File: src/rtl/decode_stage.sv
// decode_stage: registered, valid/ready handshaked decode stage for the
// single-issue MIPS-subset CPU. It splits the instruction into fields,
// extends the immediate, generates control signals and precomputes the
// branch and jump targets. Everything is presented one cycle after capture.
module decode_stage #(
    parameter int DATA_WIDTH = 32,
    parameter int PC_WIDTH   = 32,
    parameter int CNT_WIDTH  = 16
) (
    input  logic                  clk,
    input  logic                  reset,
    input  logic                  flush,
    input  logic                  in_valid,
    output logic                  in_ready,
    input  logic [31:0]           instruction,
    input  logic [PC_WIDTH-1:0]   pc,
    output logic                  out_valid,
    input  logic                  out_ready,
    output logic [5:0]            op_code,
    output logic [5:0]            func,
    output logic [4:0]            rs,
    output logic [4:0]            rt,
    output logic [4:0]            rd,
    output logic [4:0]            shift,
    output logic [25:0]           target,
    output logic [DATA_WIDTH-1:0] imm_ext,
    output logic [1:0]            itype,
    output logic                  reg_write,
    output logic                  mem_read,
    output logic                  mem_write,
    output logic                  is_branch,
    output logic                  is_jump,
    output logic                  link,
    output logic                  alu_src_imm,
    output logic                  illegal,
    output logic [PC_WIDTH-1:0]   branch_target,
    output logic [PC_WIDTH-1:0]   jump_target,
    output logic [CNT_WIDTH-1:0]  decode_count
);

    // Opcode and function encodings of the supported subset
    localparam logic [5:0] OP_RTYPE = 6'h00;
    localparam logic [5:0] OP_LW    = 6'h23;
    localparam logic [5:0] OP_SW    = 6'h2B;
    localparam logic [5:0] OP_BNE   = 6'h05;
    localparam logic [5:0] OP_ADDI  = 6'h08;
    localparam logic [5:0] OP_XORI  = 6'h0E;
    localparam logic [5:0] OP_J     = 6'h02;
    localparam logic [5:0] OP_JAL   = 6'h03;

    localparam logic [5:0] FN_ADD   = 6'h20;
    localparam logic [5:0] FN_SUB   = 6'h22;
    localparam logic [5:0] FN_SLT   = 6'h2A;
    localparam logic [5:0] FN_JR    = 6'h08;

    localparam logic [1:0] IT_R       = 2'd0;
    localparam logic [1:0] IT_I       = 2'd1;
    localparam logic [1:0] IT_J       = 2'd2;
    localparam logic [1:0] IT_ILLEGAL = 2'd3;

    localparam logic [CNT_WIDTH-1:0] CNT_MAX = {CNT_WIDTH{1'b1}};
    // Jump target keeps the region bits of pc+4 above bit 27
    localparam logic [PC_WIDTH-1:0]  LOW28_MASK = PC_WIDTH'(28'hFFF_FFFF);

    // Elaboration-time parameter sanity
    if (DATA_WIDTH < 16) begin : g_bad_data_width
        $error("decode_stage: DATA_WIDTH must be at least 16");
    end
    if (PC_WIDTH < 28) begin : g_bad_pc_width
        $error("decode_stage: PC_WIDTH must be at least 28");
    end

    // Control bundle kept together so the decode table stays readable
    typedef struct packed {
        logic [1:0] itype;
        logic       reg_write;
        logic       mem_read;
        logic       mem_write;
        logic       is_branch;
        logic       is_jump;
        logic       link;
        logic       alu_src_imm;
        logic       illegal;
    } ctrl_t;

    // Control word for one instruction; illegal encodings carry no side effects
    function automatic ctrl_t decode_ctrl(input logic [5:0] op, input logic [5:0] fn);
        ctrl_t c;
        c = '{itype: IT_ILLEGAL, illegal: 1'b1, default: 1'b0};
        case (op)
            OP_RTYPE: begin
                case (fn)
                    FN_ADD, FN_SUB, FN_SLT: begin
                        c = '{itype: IT_R, reg_write: 1'b1, default: 1'b0};
                    end
                    FN_JR: begin
                        c = '{itype: IT_R, is_jump: 1'b1, default: 1'b0};
                    end
                    default: begin
                        c = '{itype: IT_ILLEGAL, illegal: 1'b1, default: 1'b0};
                    end
                endcase
            end
            OP_LW: begin
                c = '{itype: IT_I, reg_write: 1'b1, mem_read: 1'b1, alu_src_imm: 1'b1, default: 1'b0};
            end
            OP_SW: begin
                c = '{itype: IT_I, mem_write: 1'b1, alu_src_imm: 1'b1, default: 1'b0};
            end
            OP_BNE: begin
                c = '{itype: IT_I, is_branch: 1'b1, default: 1'b0};
            end
            OP_ADDI, OP_XORI: begin
                c = '{itype: IT_I, reg_write: 1'b1, alu_src_imm: 1'b1, default: 1'b0};
            end
            OP_J: begin
                c = '{itype: IT_J, is_jump: 1'b1, default: 1'b0};
            end
            OP_JAL: begin
                c = '{itype: IT_J, is_jump: 1'b1, link: 1'b1, reg_write: 1'b1, default: 1'b0};
            end
            default: begin
                c = '{itype: IT_ILLEGAL, illegal: 1'b1, default: 1'b0};
            end
        endcase
        return c;
    endfunction

    // XORI is the only logical immediate, so it alone zero-extends
    function automatic logic [DATA_WIDTH-1:0] extend_imm(input logic [5:0] op, input logic [15:0] imm);
        logic [DATA_WIDTH-1:0] r;
        if (op == OP_XORI) begin
            r = DATA_WIDTH'(imm);
        end else begin
            r = DATA_WIDTH'(signed'(imm));
        end
        return r;
    endfunction

    // Registered state
    logic                  out_valid_r;
    logic [5:0]            op_code_r;
    logic [5:0]            func_r;
    logic [4:0]            rs_r;
    logic [4:0]            rt_r;
    logic [4:0]            rd_r;
    logic [4:0]            shift_r;
    logic [25:0]           target_r;
    logic [DATA_WIDTH-1:0] imm_ext_r;
    ctrl_t                 ctrl_r;
    logic [PC_WIDTH-1:0]   branch_target_r;
    logic [PC_WIDTH-1:0]   jump_target_r;
    logic [CNT_WIDTH-1:0]  decode_count_r;

    // Next-entry values computed from the incoming instruction
    ctrl_t                 ctrl_s;
    logic [DATA_WIDTH-1:0] imm_ext_s;
    logic [PC_WIDTH-1:0]   pc_plus4_s;
    logic [PC_WIDTH-1:0]   branch_target_s;
    logic [PC_WIDTH-1:0]   jump_target_s;
    logic                  in_ready_s;
    logic                  in_xfer_s;
    logic                  out_xfer_s;

    // Handshake: the slot is free when empty or being drained this cycle
    always_comb begin
        in_ready_s = !out_valid_r || out_ready;
        in_xfer_s  = in_valid && in_ready_s && !flush;
        out_xfer_s = out_valid_r && out_ready;
    end

    // Decode the incoming instruction and precompute both targets
    always_comb begin
        ctrl_s          = decode_ctrl(instruction[31:26], instruction[5:0]);
        imm_ext_s       = extend_imm(instruction[31:26], instruction[15:0]);
        pc_plus4_s      = pc + PC_WIDTH'(32'd4);
        branch_target_s = pc_plus4_s + PC_WIDTH'({imm_ext_s, 2'b00});
        jump_target_s   = (pc_plus4_s & ~LOW28_MASK) | PC_WIDTH'({instruction[25:0], 2'b00});
    end

    // Pipeline register: reset beats flush, flush beats capture, capture beats drain
    always_ff @(posedge clk) begin
        if (reset) begin
            out_valid_r     <= 1'b0;
            op_code_r       <= 6'd0;
            func_r          <= 6'd0;
            rs_r            <= 5'd0;
            rt_r            <= 5'd0;
            rd_r            <= 5'd0;
            shift_r         <= 5'd0;
            target_r        <= 26'd0;
            imm_ext_r       <= {DATA_WIDTH{1'b0}};
            ctrl_r          <= '{itype: IT_R, default: 1'b0};
            branch_target_r <= {PC_WIDTH{1'b0}};
            jump_target_r   <= {PC_WIDTH{1'b0}};
        end else if (flush) begin
            out_valid_r <= 1'b0;
        end else if (in_xfer_s) begin
            out_valid_r     <= 1'b1;
            op_code_r       <= instruction[31:26];
            func_r          <= instruction[5:0];
            rs_r            <= instruction[25:21];
            rt_r            <= instruction[20:16];
            rd_r            <= instruction[15:11];
            shift_r         <= instruction[10:6];
            target_r        <= instruction[25:0];
            imm_ext_r       <= imm_ext_s;
            ctrl_r          <= ctrl_s;
            branch_target_r <= branch_target_s;
            jump_target_r   <= jump_target_s;
        end else if (out_xfer_s) begin
            out_valid_r <= 1'b0;
        end else begin
            out_valid_r <= out_valid_r;
        end
    end

    // Saturating count of completed output transfers (flush does not cancel them)
    always_ff @(posedge clk) begin
        if (reset) begin
            decode_count_r <= {CNT_WIDTH{1'b0}};
        end else if (out_xfer_s && (decode_count_r != CNT_MAX)) begin
            decode_count_r <= decode_count_r + CNT_WIDTH'(1'b1);
        end else begin
            decode_count_r <= decode_count_r;
        end
    end

    assign in_ready      = in_ready_s;
    assign out_valid     = out_valid_r;
    assign op_code       = op_code_r;
    assign func          = func_r;
    assign rs            = rs_r;
    assign rt            = rt_r;
    assign rd            = rd_r;
    assign shift         = shift_r;
    assign target        = target_r;
    assign imm_ext       = imm_ext_r;
    assign itype         = ctrl_r.itype;
    assign reg_write     = ctrl_r.reg_write;
    assign mem_read      = ctrl_r.mem_read;
    assign mem_write     = ctrl_r.mem_write;
    assign is_branch     = ctrl_r.is_branch;
    assign is_jump       = ctrl_r.is_jump;
    assign link          = ctrl_r.link;
    assign alu_src_imm   = ctrl_r.alu_src_imm;
    assign illegal       = ctrl_r.illegal;
    assign branch_target = branch_target_r;
    assign jump_target   = jump_target_r;
    assign decode_count  = decode_count_r;

endmodule
File: config.mk
export PLATFORM = sky130hd
export DESIGN_NAME = decode_stage
export DESIGN_NICKNAME = d
export VERILOG_FILES = /design/src/rtl/decode_stage.sv
export SDC_FILE = /design/constraint.sdc
export NUM_CORES = 1
export LEC_CHECK = 0
export CORE_ASPECT_RATIO = 1.4
export CORE_MARGIN = 3
export CORE_UTILIZATION = 40
export DETAILED_ROUTE_END_ITERATION = 6
export PLACE_DENSITY = 0.83
export RECOVER_POWER = 100
export REMOVE_ABC_BUFFERS = 1
export SLEW_MARGIN = 20
export SYNTH_ARGS = -nofsm -noshare
export SYNTH_HDL_FRONTEND = slang
export SYNTH_SLANG_ARGS = --single-unit
File: constraint.sdc
create_clock -name clk -period 6 [get_ports clk]
set_input_delay 1.8 -clock clk [delete_from_list [all_inputs] [get_ports clk]]
set_output_delay 1.8 -clock clk [all_outputs]
set_load 0.02 [all_outputs]
==> flow_metrics.env, run 1 <==
export IMPL_ys_ff_latch=96
export IMPL_path_class="input port to register"
export IMPL_cts_tree="built"
export IMPL_finalHoldViolCount=0
export IMPL_port_buffers=248
export IMPL_synth_flop_cell="dfxtp_1"
export IMPL_r2r_end="decode_count[13]"
export IMPL_grt_max_degree=57
export IMPL_final_cells=1194
export IMPL_grt_use_total_pct=20.3
export IMPL_dp_cells=1178
export IMPL_cts_inserted_buffers=9
export IMPL_cts_resized=0
export IMPL_peakVddDrop_uv=118
export IMPL_diodes=0
export IMPL_relSlewSlack_pct=-66.1
export IMPL_cts_setup_buffers=0
export IMPL_crit_path_end_kind="register"
export IMPL_status="complete, but fails checks"
export IMPL_crit_path_end="branch_target[28]"
export IMPL_tightest_slew_ps=2490
export IMPL_synth_warnings=0
export IMPL_rr_worst_depth=8
export IMPL_ys_seq_area_share_pct=29.6
export IMPL_postRouteAntennaNets=0
export IMPL_cts_sinks=96
export IMPL_fin_nets=1095
export IMPL_synth_edf_count=0
export IMPL_final_period_utilization_pct=92.3
export IMPL_cp_arrival_ps=5660
export IMPL_hp_class="register to register"
export IMPL_max_stage_delay_ps=710
export IMPL_path_cells="clkdlybuf4s50_1 -> ha_1 -> and2_0 -> nand3_2 -> nor4_1 -> nand3_1 -> xnor2_1 -> ha_1 -> and3_1 -> and3_1 -> and3_1 -> or4_1 -> nand3_1 -> a21oi_1"
export IMPL_vias_per_cell=5.19
export IMPL_grt_pass1_vias=6054
export IMPL_num_vias=6195
export IMPL_fp_row_count=54
export IMPL_io_pins=251
export IMPL_start_util_pct=41.2
export IMPL_grt_pass1_wl_um=29700
export IMPL_yosysTopAreaCellShare_pct=29.6
export IMPL_yosys_area_top_type="dfxtp_1"
export IMPL_wl_um=18500
export IMPL_fmaxAchievable_mhz=181
export IMPL_cts_hold_buf=0
export IMPL_crit_fanout=7
export IMPL_multi_input_area_sq_um=3650
export IMPL_fp_dieH_um=157
export IMPL_core_sq_um=15700
export IMPL_critPathLaunchType="input port"
export IMPL_fin_crit_ps=5540
export IMPL_fillers=1479
export IMPL_dp_hpwl_um=14500
export IMPL_clock_path_buffers=2
export IMPL_cp_required_ps=6130
export IMPL_p_leak_nw=3.82
export IMPL_crit_top_cell="and3_1"
export IMPL_power_density_nw_per_um2=203
export IMPL_synth_cell_types=66
export IMPL_async_reset_ff_share_pct=0
export IMPL_syn_avg_cell_area_sq_um=7.64
export IMPL_drc_errors=0
export IMPL_failed_checks="capacitance limit, slew limit"
export IMPL_reg2reg_slack_ps=3230
export IMPL_syn_to_final_growth_pct=34.1
export IMPL_crit_path_top_delay_cell="nor4_1"
export IMPL_antenna_found_initial=0
export IMPL_setup_tns_ps=0
export IMPL_overflow=0
export IMPL_place_congestion=0.867
export IMPL_maxCapViolCount=2
export IMPL_clkTransAtPathRegs_ps=70
export IMPL_drtIter0Drc=381
export IMPL_drive_gt1_share_pct=3.21
export IMPL_seqCellArea_sq_um=1920
export IMPL_syn_cell_area_sq_um=6490
export IMPL_yosysMostFrequentCell="nand2_1"
export IMPL_netlist_top_cells_area="dfxtp_1 30%, buf_4 9.8%, nand2_1 8.7%, a21oi_1 7.9%, ha_1 6.2%"
export IMPL_drt_wirelength_per_cell_um=15.5
export IMPL_synthCells=849
export IMPL_finalMaxSlewViolations=98
export IMPL_synth_commonest_cells="150 x nand2_1, 102 x a21oi_1, 96 x dfxtp_1, 85 x buf_4, 55 x nor2_1"
export IMPL_rsz0062_at_grt="no"
export IMPL_setup_violations_final=0
export IMPL_crit_path_start="pc[2]"
export IMPL_cts_max_level=3
export IMPL_clk_latency_ps=330
export IMPL_die_area_sq_um=17800
export IMPL_clock_skew_ps=9.44
export IMPL_fp_dieW_um=114
export IMPL_drt_pass1_iter_count=5
export IMPL_r2r_start="decode_count[4]"
export IMPL_root_buffer="clkbuf_16"
worst max-delay path: cells and delay by family:
family | cells | cell delay [ps]
compound gates | 1 | 80
xor+xnor | 1 | 160
fa+ha+maj | 2 | 560
buf+inv | 1 | 500
simple gates | 9 | 2570
per-layer routing:
layer | share of wire (%) | global-route usage (%) | up-vias
met5 | 0 | 0 | -
met4 | 2.3 | 7.16 | 0
met3 | 3.8 | 2.79 | 20
met2 | 53 | 37.5 | 173
met1 | 41 | 23.6 | 2873
li1 | - | - | 3129
worst min path at each step:
stage / startpoint / endpoint / depth (start not counted)
global route: op_code[5] / op_code[5] / 2
floorplan: branch_target[11] / branch_target[11] / 2
detailed placement: branch_target[17] / branch_target[17] / 2
CTS: branch_target[14] / branch_target[14] / 2
finish: branch_target[16] / branch_target[16] / 2
global placement: branch_target[16] / branch_target[16] / 2
per-stage QoR:
| stage | util, % | hold slack, ps | setup WS, ps | area, sq um | total power, mW |
|---|---|---|---|---|---|
| after global placement | 54.0 | 438 | 325 | 8490 | 1.25 |
| final | 55.3 | 448 | 464 | 8700 | 1.76 |
| after detailed placement | 54.0 | 445 | 289 | 8490 | 1.25 |
| after CTS | 55.8 | 454 | 653 | 8780 | 1.81 |
| after global routing | 55.3 | 474 | 213 | 8700 | 1.86 |
| after floorplan | - | 524 | -725 | 5700 | 1.01 |
power by group:
group	switching (mW)	leakage, nW	internal [mW]
logic	0.296	2.90	0.228
clock network	0.245	0.135	0.304
registers	0.0201	0.783	0.669
state kept, by name (all words and copies together) (netlist names), 2 cells and up:
register	cells
branch_target	32
decode_count	16
op_code	6
func	5
jump_target	5
rd	4
rs	4
rt	4
shift	4
target	4
itype	2
logic make-up (layout without fill, tap and decap cells):
family	after synthesis	count (layout)	share of synthesized area (%)
simple gates	317	317	23.5
compound gates	197	197	18.4
buf+inv	141	289	13.2
flops	96	96	29.6
xor+xnor	63	63	8.62
fa+ha+maj	33	33	6.48
other cells	1	2	0.0578
mux	1	1	0.154
area by class of cell:
class,count,area share [%]
clock buffer,12,2.95
clock inverter,4,0.331
inverter,16,0.690
multi-input combinational,613,42.0
sequential,96,22.1
tap,196,2.82
timing repair buffer,257,29.2
layout by cell type (no fill, tap or decap), types with 4 or more instances in the layout:
cell	netlist	layout
o21ai_0	23	25
nand3_1	19	19
and3_1	12	12
nand2_1	150	150
or3_1	10	11
a31oi_1	8	9
a21o_1	20	20
a22o_1	5	5
buf_4	85	7
inv_1	16	16
xor2_1	26	26
clkbuf_16	0	9
nor2b_1	5	5
a211oi_1	7	7
and4_1	3	5
xnor2_1	36	37
nor2_1	55	55
nor4_1	4	5
dlygate4sd3_1	0	182
nand2b_1	4	4
a21oi_1	102	102
clkdlybuf4s50_1	0	65
o21bai_1	7	7
ha_1	32	32
clkbuf_1	35	4
dfxtp_1	96	96
nor3_1	12	12
nand4_1	18	19
Note: power is estimated with default switching activity, not from simulation.
==> inputs of run 2 (changes only) <==
--- a/config.mk
+++ b/config.mk
@@ -8,3 +8,3 @@
 export CORE_ASPECT_RATIO = 1.4
-export CORE_MARGIN = 3
+export CORE_MARGIN = 2
 export CORE_UTILIZATION = 40
@@ -14,3 +14,2 @@
 export REMOVE_ABC_BUFFERS = 1
-export SLEW_MARGIN = 20
 export SYNTH_ARGS = -nofsm -noshare
==> constraint.sdc (replaced) <==
create_clock -name clk -period 6 [get_ports clk]
set_input_delay 1.2 -clock clk [delete_from_list [all_inputs] [get_ports clk]]
set_output_delay 1.2 -clock clk [all_outputs]
set_load 0.02 [all_outputs]
==> run 2 against run 1 <==
  * The run still ends with capacitance limit, slew limit left
  * Largest cell class unchanged
  * Die area decreased by 3.0%
  * Setup slack improved by 540 ps
  * Critical path depth increased by 1
  * Via count rose by 0.76%
  * Maximum frequency grew 11%
  * Non-clock buffer count fell by 4
  * Total power up 2.9%
  * Critical endpoint unchanged
  * Clock skew down 0.74 ps
  * Worst hold slack about the same
  * Routed wire length decreased by 0.16%
==> flow_metrics.env, run 2 (synthesis gave the netlist of run 1 again) <==
export IMPL_status="complete, but fails checks"
export IMPL_failed_checks="capacitance limit, slew limit"
export IMPL_path_cells="dlygate4sd3_1 -> and4_1 -> nand4_1 -> or3_1 -> nor2_1 -> xor2_1 -> ha_1 -> a21o_1 -> a21o_1 -> a21oi_1 -> o211a_1 -> a21oi_1 -> or4_1 -> nand3_1 -> a21oi_1"
export IMPL_overflow=0
export IMPL_dpl_cell_area_sq_um=8480
export IMPL_fp_row_count=55
export IMPL_fin_nets=1091
export IMPL_worst_hold_slack_ps=447
export IMPL_finalHoldViolCount=0
export IMPL_setup_violations_final=0
export IMPL_fin_crit_ps=4990
export IMPL_largest_reg_flops=32
export IMPL_rr_worst_depth=6
export IMPL_p_leak_nw=3.84
export IMPL_clock_path_buffers=2
export IMPL_crit_path_end_kind="register"
export IMPL_path_buf_inv=1
export IMPL_worst_slack_ps=1010
export IMPL_core_sq_um=16000
export IMPL_fp_dieH_um=155
export IMPL_port_buffers=248
export IMPL_relSlewSlack_pct=-85.3
export IMPL_cts_tree="built"
export IMPL_dp_hpwl_um=14200
export IMPL_maxCapViolCount=4
export IMPL_start_util_pct=40.5
export IMPL_r2r_end="reg_write"
export IMPL_fmaxAchievable_mhz=200
export IMPL_clock_skew_ps=8.71
export IMPL_rsz0062_at_grt="no"
export IMPL_drive_gt1_share_pct=3.02
export IMPL_final_cells=1193
export IMPL_cp_arrival_ps=5090
export IMPL_num_vias=6242
export IMPL_final_common_cell="dlygate4sd3_1"
export IMPL_internal_power_mw=1.23
export IMPL_grt_max_degree=78
export IMPL_grt_use_total_pct=20.7
export IMPL_crit_path_start="pc[5]"
export IMPL_final_cell_mix="182 x dlygate4sd3_1, 150 x nand2_1, 102 x a21oi_1, 96 x dfxtp_1, 65 x clkdlybuf4s50_1"
export IMPL_critPathLaunchType="input port"
export IMPL_crit_top_cell="a21oi_1"
export IMPL_cts_inserted_buffers=9
export IMPL_drtIter0Drc=312
export IMPL_path_delay_family="simple AND/OR/NAND/NOR gates"
export IMPL_grt_pass1_vias=6090
export IMPL_antenna_found_initial=0
export IMPL_crit_path_end="branch_target[28]"
export IMPL_postRouteAntennaNets=0
export IMPL_root_buffer="clkbuf_16"
export IMPL_p_clk_share_pct=32.9
export IMPL_path_class="input port to register"
export IMPL_drt_wirelength_per_cell_um=15.5
export IMPL_cts_sinks=96
export IMPL_final_period_utilization_pct=83.2
export IMPL_cts_setup_buffers=0
export IMPL_cts_resized=0
export IMPL_clk_latency_ps=340
export IMPL_cp_required_ps=6100
export IMPL_r2r_start="out_valid"
export IMPL_diodes=0
export IMPL_crit_cells=15
export IMPL_power_density_nw_per_um2=208
export IMPL_clkTransAtPathRegs_ps=70
export IMPL_reg2reg_slack_ps=2260
export IMPL_power_frac_seq_pct=38.0
export IMPL_io_pins=251
export IMPL_tightest_slew_ps=2780
export IMPL_max_stage_delay_ps=640
export IMPL_p_sw_uw=579
export IMPL_syn_to_final_growth_pct=34.3
export IMPL_finalMaxSlewViolations=221
export IMPL_swShare_pct=31.9
export IMPL_crit_fanout=7
export IMPL_place_congestion=0.918
export IMPL_stdcell_area_sq_um=8710
export IMPL_wl_um=18400
export IMPL_vias_per_cell=5.23
export IMPL_fp_dieW_um=112
export IMPL_dp_cells=1177
export IMPL_peakVddDrop_uv=107
export IMPL_crit_path_top_delay_cell="dlygate4sd3_1"
export IMPL_drc_errors=0
export IMPL_grt_pass1_wl_um=29700
export IMPL_cts_max_level=3
export IMPL_die_area_sq_um=17300
export IMPL_hp_class="register to register"
export IMPL_cts_hold_buf=0
export IMPL_combPwrFrac_pct=29.1
export IMPL_drt_pass1_iter_count=4
export IMPL_place_ws_ps=1080
[run 2: cell types whose count changed in the layout (fill, tap and decap cells not counted), moves of 2 or more]
cell	change
clkinvlp_4	-2
buf_4	-6
o21ai_0	-2
inv_6	+2
o21ai_1	+2
[run 2: per-stage QoR]
stage	total power, mW	TNS [ps]	util [%]
floorplan	1.01	-559	-
global placement	1.25	0	52.9
detailed placement	1.26	0	52.9
CTS	1.85	0	54.8
global route	1.90	0	54.3
finish	1.81	0	54.3
[run 2: area by class of cell]
cell class | instances | area (sq um)
Clock buffer | 10 | 239
Clock inverter | 6 | 66.3
Fill cell | 1514 | 7320
Inverter | 16 | 60.1
Multi-Input combinational cell | 613 | 3670
Sequential cell | 96 | 1920
Tap cell | 199 | 249
Timing Repair Buffer | 253 | 2500
[run 2: how the worst min path moves through the flow]
stage,endpoint,cells after the start,from
final,branch_target[17],2,branch_target[17]
after global routing,branch_target[22],2,branch_target[22]
after CTS,branch_target[18],2,branch_target[18]
after detailed placement,branch_target[14],2,branch_target[14]
after global placement,branch_target[16],2,branch_target[16]
after floorplan,branch_target[11],2,branch_target[11]
[run 2: per-layer routing]
metal  vias to the layer above  GRT usage, %  part of all wire, %  wire length [um]
met4                         0          7.17                  2.4               443
li1                       3113             -                    -                 -
met1                      2919          23.6                   40              7330
met5                         -             0                    0                 0
met2                       185          39.2                   54              9920
met3                        25          2.55                  4.0               738
[run 2: power groups by stage]
| stage | logic, mW | clock network (mW) | registers [mW] |
|---|---|---|---|
| floorplan | 0.232 | 0 | 0.776 |
| detailed placement | 0.548 | 0 | 0.707 |
| global placement | 0.542 | 0 | 0.705 |
| global route | 0.570 | 0.638 | 0.694 |
| CTS | 0.551 | 0.611 | 0.692 |
| finish | 0.527 | 0.596 | 0.690 |
[run 2: worst min-delay path, cell delays in order (launching register included)]
cell     delay [ps]
dfxtp_1         310
nand2_1          50
a21oi_1          50
==> inputs of run 3 (changes only) <==
Clock period 6 ns to 4.7 ns, I/O delays scaled along.
==> run 3 against run 2 <==
  * Highest routed layer unchanged
  * Final area grew 1.3%
  * Clock skew grew 0.61 ps
  * The run still ends with capacitance limit, slew limit left
  * Utilization rose by 0.71 points
  * First-iteration DRC count grew 20%
  * Flip-flop and latch count unchanged
==> flow_metrics.env, run 3 (synthesis gave the netlist of run 1 again) <==
export IMPL_finalMaxSlewViolations=62
export IMPL_dpl_cell_area_sq_um=8560
export IMPL_drt_wirelength_per_cell_um=15.2
export IMPL_drt_pass1_iter_count=5
export IMPL_route_top_layer_used="met4"
export IMPL_p_leak_nw=3.89
export IMPL_clock_skew_ps=9.32
export IMPL_final_common_cell="dlygate4sd3_1"
export IMPL_fillers=1517
export IMPL_worst_hold_slack_ps=449
export IMPL_diodes=0
export IMPL_cts_inserted_buffers=9
export IMPL_fin_crit_ps=4370
export IMPL_largest_reg_flops=32
export IMPL_crit_path_end_kind="register"
export IMPL_syn_to_final_growth_pct=36.0
export IMPL_overflow=0
export IMPL_wl_um=18300
export IMPL_worst_slack_ps=333
export IMPL_p_total_mw=2.28
export IMPL_io_pins=251
export IMPL_cts_setup_buffers=0
export IMPL_antenna_found_initial=0
export IMPL_met2WireLength_um=9670
export IMPL_drt_met1_wl_um=7120
export IMPL_critPathLaunchType="input port"
export IMPL_relSlewSlack_pct=-86.8
export IMPL_grt_max_degree=62
export IMPL_grt_pass1_vias=6085
export IMPL_tightest_slew_ps=2800
export IMPL_final_cell_mix="182 x dlygate4sd3_1, 150 x nand2_1, 102 x a21oi_1, 96 x dfxtp_1, 65 x clkdlybuf4s50_1"
export IMPL_power_density_nw_per_um2=259
export IMPL_place_congestion=0.897
export IMPL_rsz0062_at_grt="no"
export IMPL_cts_max_level=3
export IMPL_peakVddDrop_uv=147
export IMPL_met3_length_um=794
export IMPL_finalHoldViolCount=0
export IMPL_core_sq_um=16000
export IMPL_cts_resized=0
export IMPL_cts_hold_buf=0
export IMPL_fin_util_pct=55.0
export IMPL_drc_errors=0
export IMPL_dp_hpwl_um=14300
export IMPL_fp_dieW_um=112
export IMPL_drtIter0Drc=374
export IMPL_place_ws_ps=157
export IMPL_cts_sinks=96
export IMPL_root_buffer="clkbuf_16"
export IMPL_cts_tree="built"
export IMPL_grt_use_total_pct=20.4
export IMPL_port_buffers=248
export IMPL_path_class="input port to register"
export IMPL_fmaxAchievable_mhz=229
export IMPL_stdcell_area_sq_um=8820
export IMPL_clk_latency_ps=340
export IMPL_postRouteAntennaNets=0
export IMPL_hp_class="register to register"
export IMPL_drive_gt1_share_pct=4.48
export IMPL_num_vias=6386
export IMPL_fp_dieH_um=155
export IMPL_vias_per_cell=5.30
export IMPL_status="complete, but fails checks"
export IMPL_maxCapViolCount=1
export IMPL_cp_required_ps=4940
export IMPL_setup_violations_final=0
export IMPL_clock_path_buffers=2
export IMPL_final_period_utilization_pct=92.9
export IMPL_die_area_sq_um=17300
export IMPL_fp_row_count=55
export IMPL_start_util_pct=40.5
export IMPL_cp_arrival_ps=4610
export IMPL_fin_nets=1102
export IMPL_grt_pass1_wl_um=29000
export IMPL_failed_checks="capacitance limit, slew limit"
export IMPL_clkTransAtPathRegs_ps=70
export IMPL_crit_fanout=8
-- run 3: area by class of cell --
type	count	area [sq um]	share of cell area (%)
Multi-Input combinational cell	613	3710	42.0
Timing Repair Buffer	264	2590	29.4
Sequential cell	96	1920	21.8
Clock buffer	11	253	2.86
Tap cell	199	249	2.82
Inverter	16	60.1	0.681
Clock inverter	5	38.8	0.440
-- run 3: routing by layer --
metal,track usage (%),up-vias
met5,0,-
li1,-,3149
met3,2.70,47
met2,38.2,219
met4,9.94,0
met1,22.3,2971
-- run 3: through the flow --
stage,cells,setup TNS (ps)
after floorplan,725,-40890
after global placement,1188,0
after detailed placement,1188,0
after CTS,1204,0
after global routing,1204,0
final,1204,0
-- run 3: worst max-delay path, stage by stage --
cell and delay (ps):
dlygate4sd3_1 630, and4_4 270, nand4_4 180, or3_4 400
xnor2_1 140, ha_1 390, a21o_1 190, a21o_1 170
a21o_1 190, a31o_2 240, a31oi_1 340, a21oi_1 140
xor2_1 160, a22o_1 220
-- run 3: path summary, 6_finish.rpt --
check,start,endpoint,slack [ps],cells past startpoint
setup / recovery,pc[5],branch_target[30],330,14
hold / removal,branch_target[13],branch_target[13],450,2
setup reg to reg,out_valid,branch_target[19],2150,5
hold reg to reg,branch_target[13],branch_target[13],450,2
-- run 3: report_power, final --
part           leakage (nW)  internal, mW  total [mW]  switching (mW)
Combinational          2.96         0.297       0.681           0.383
Sequential            0.783         0.854       0.880          0.0262
Clock                 0.142         0.391       0.722           0.330
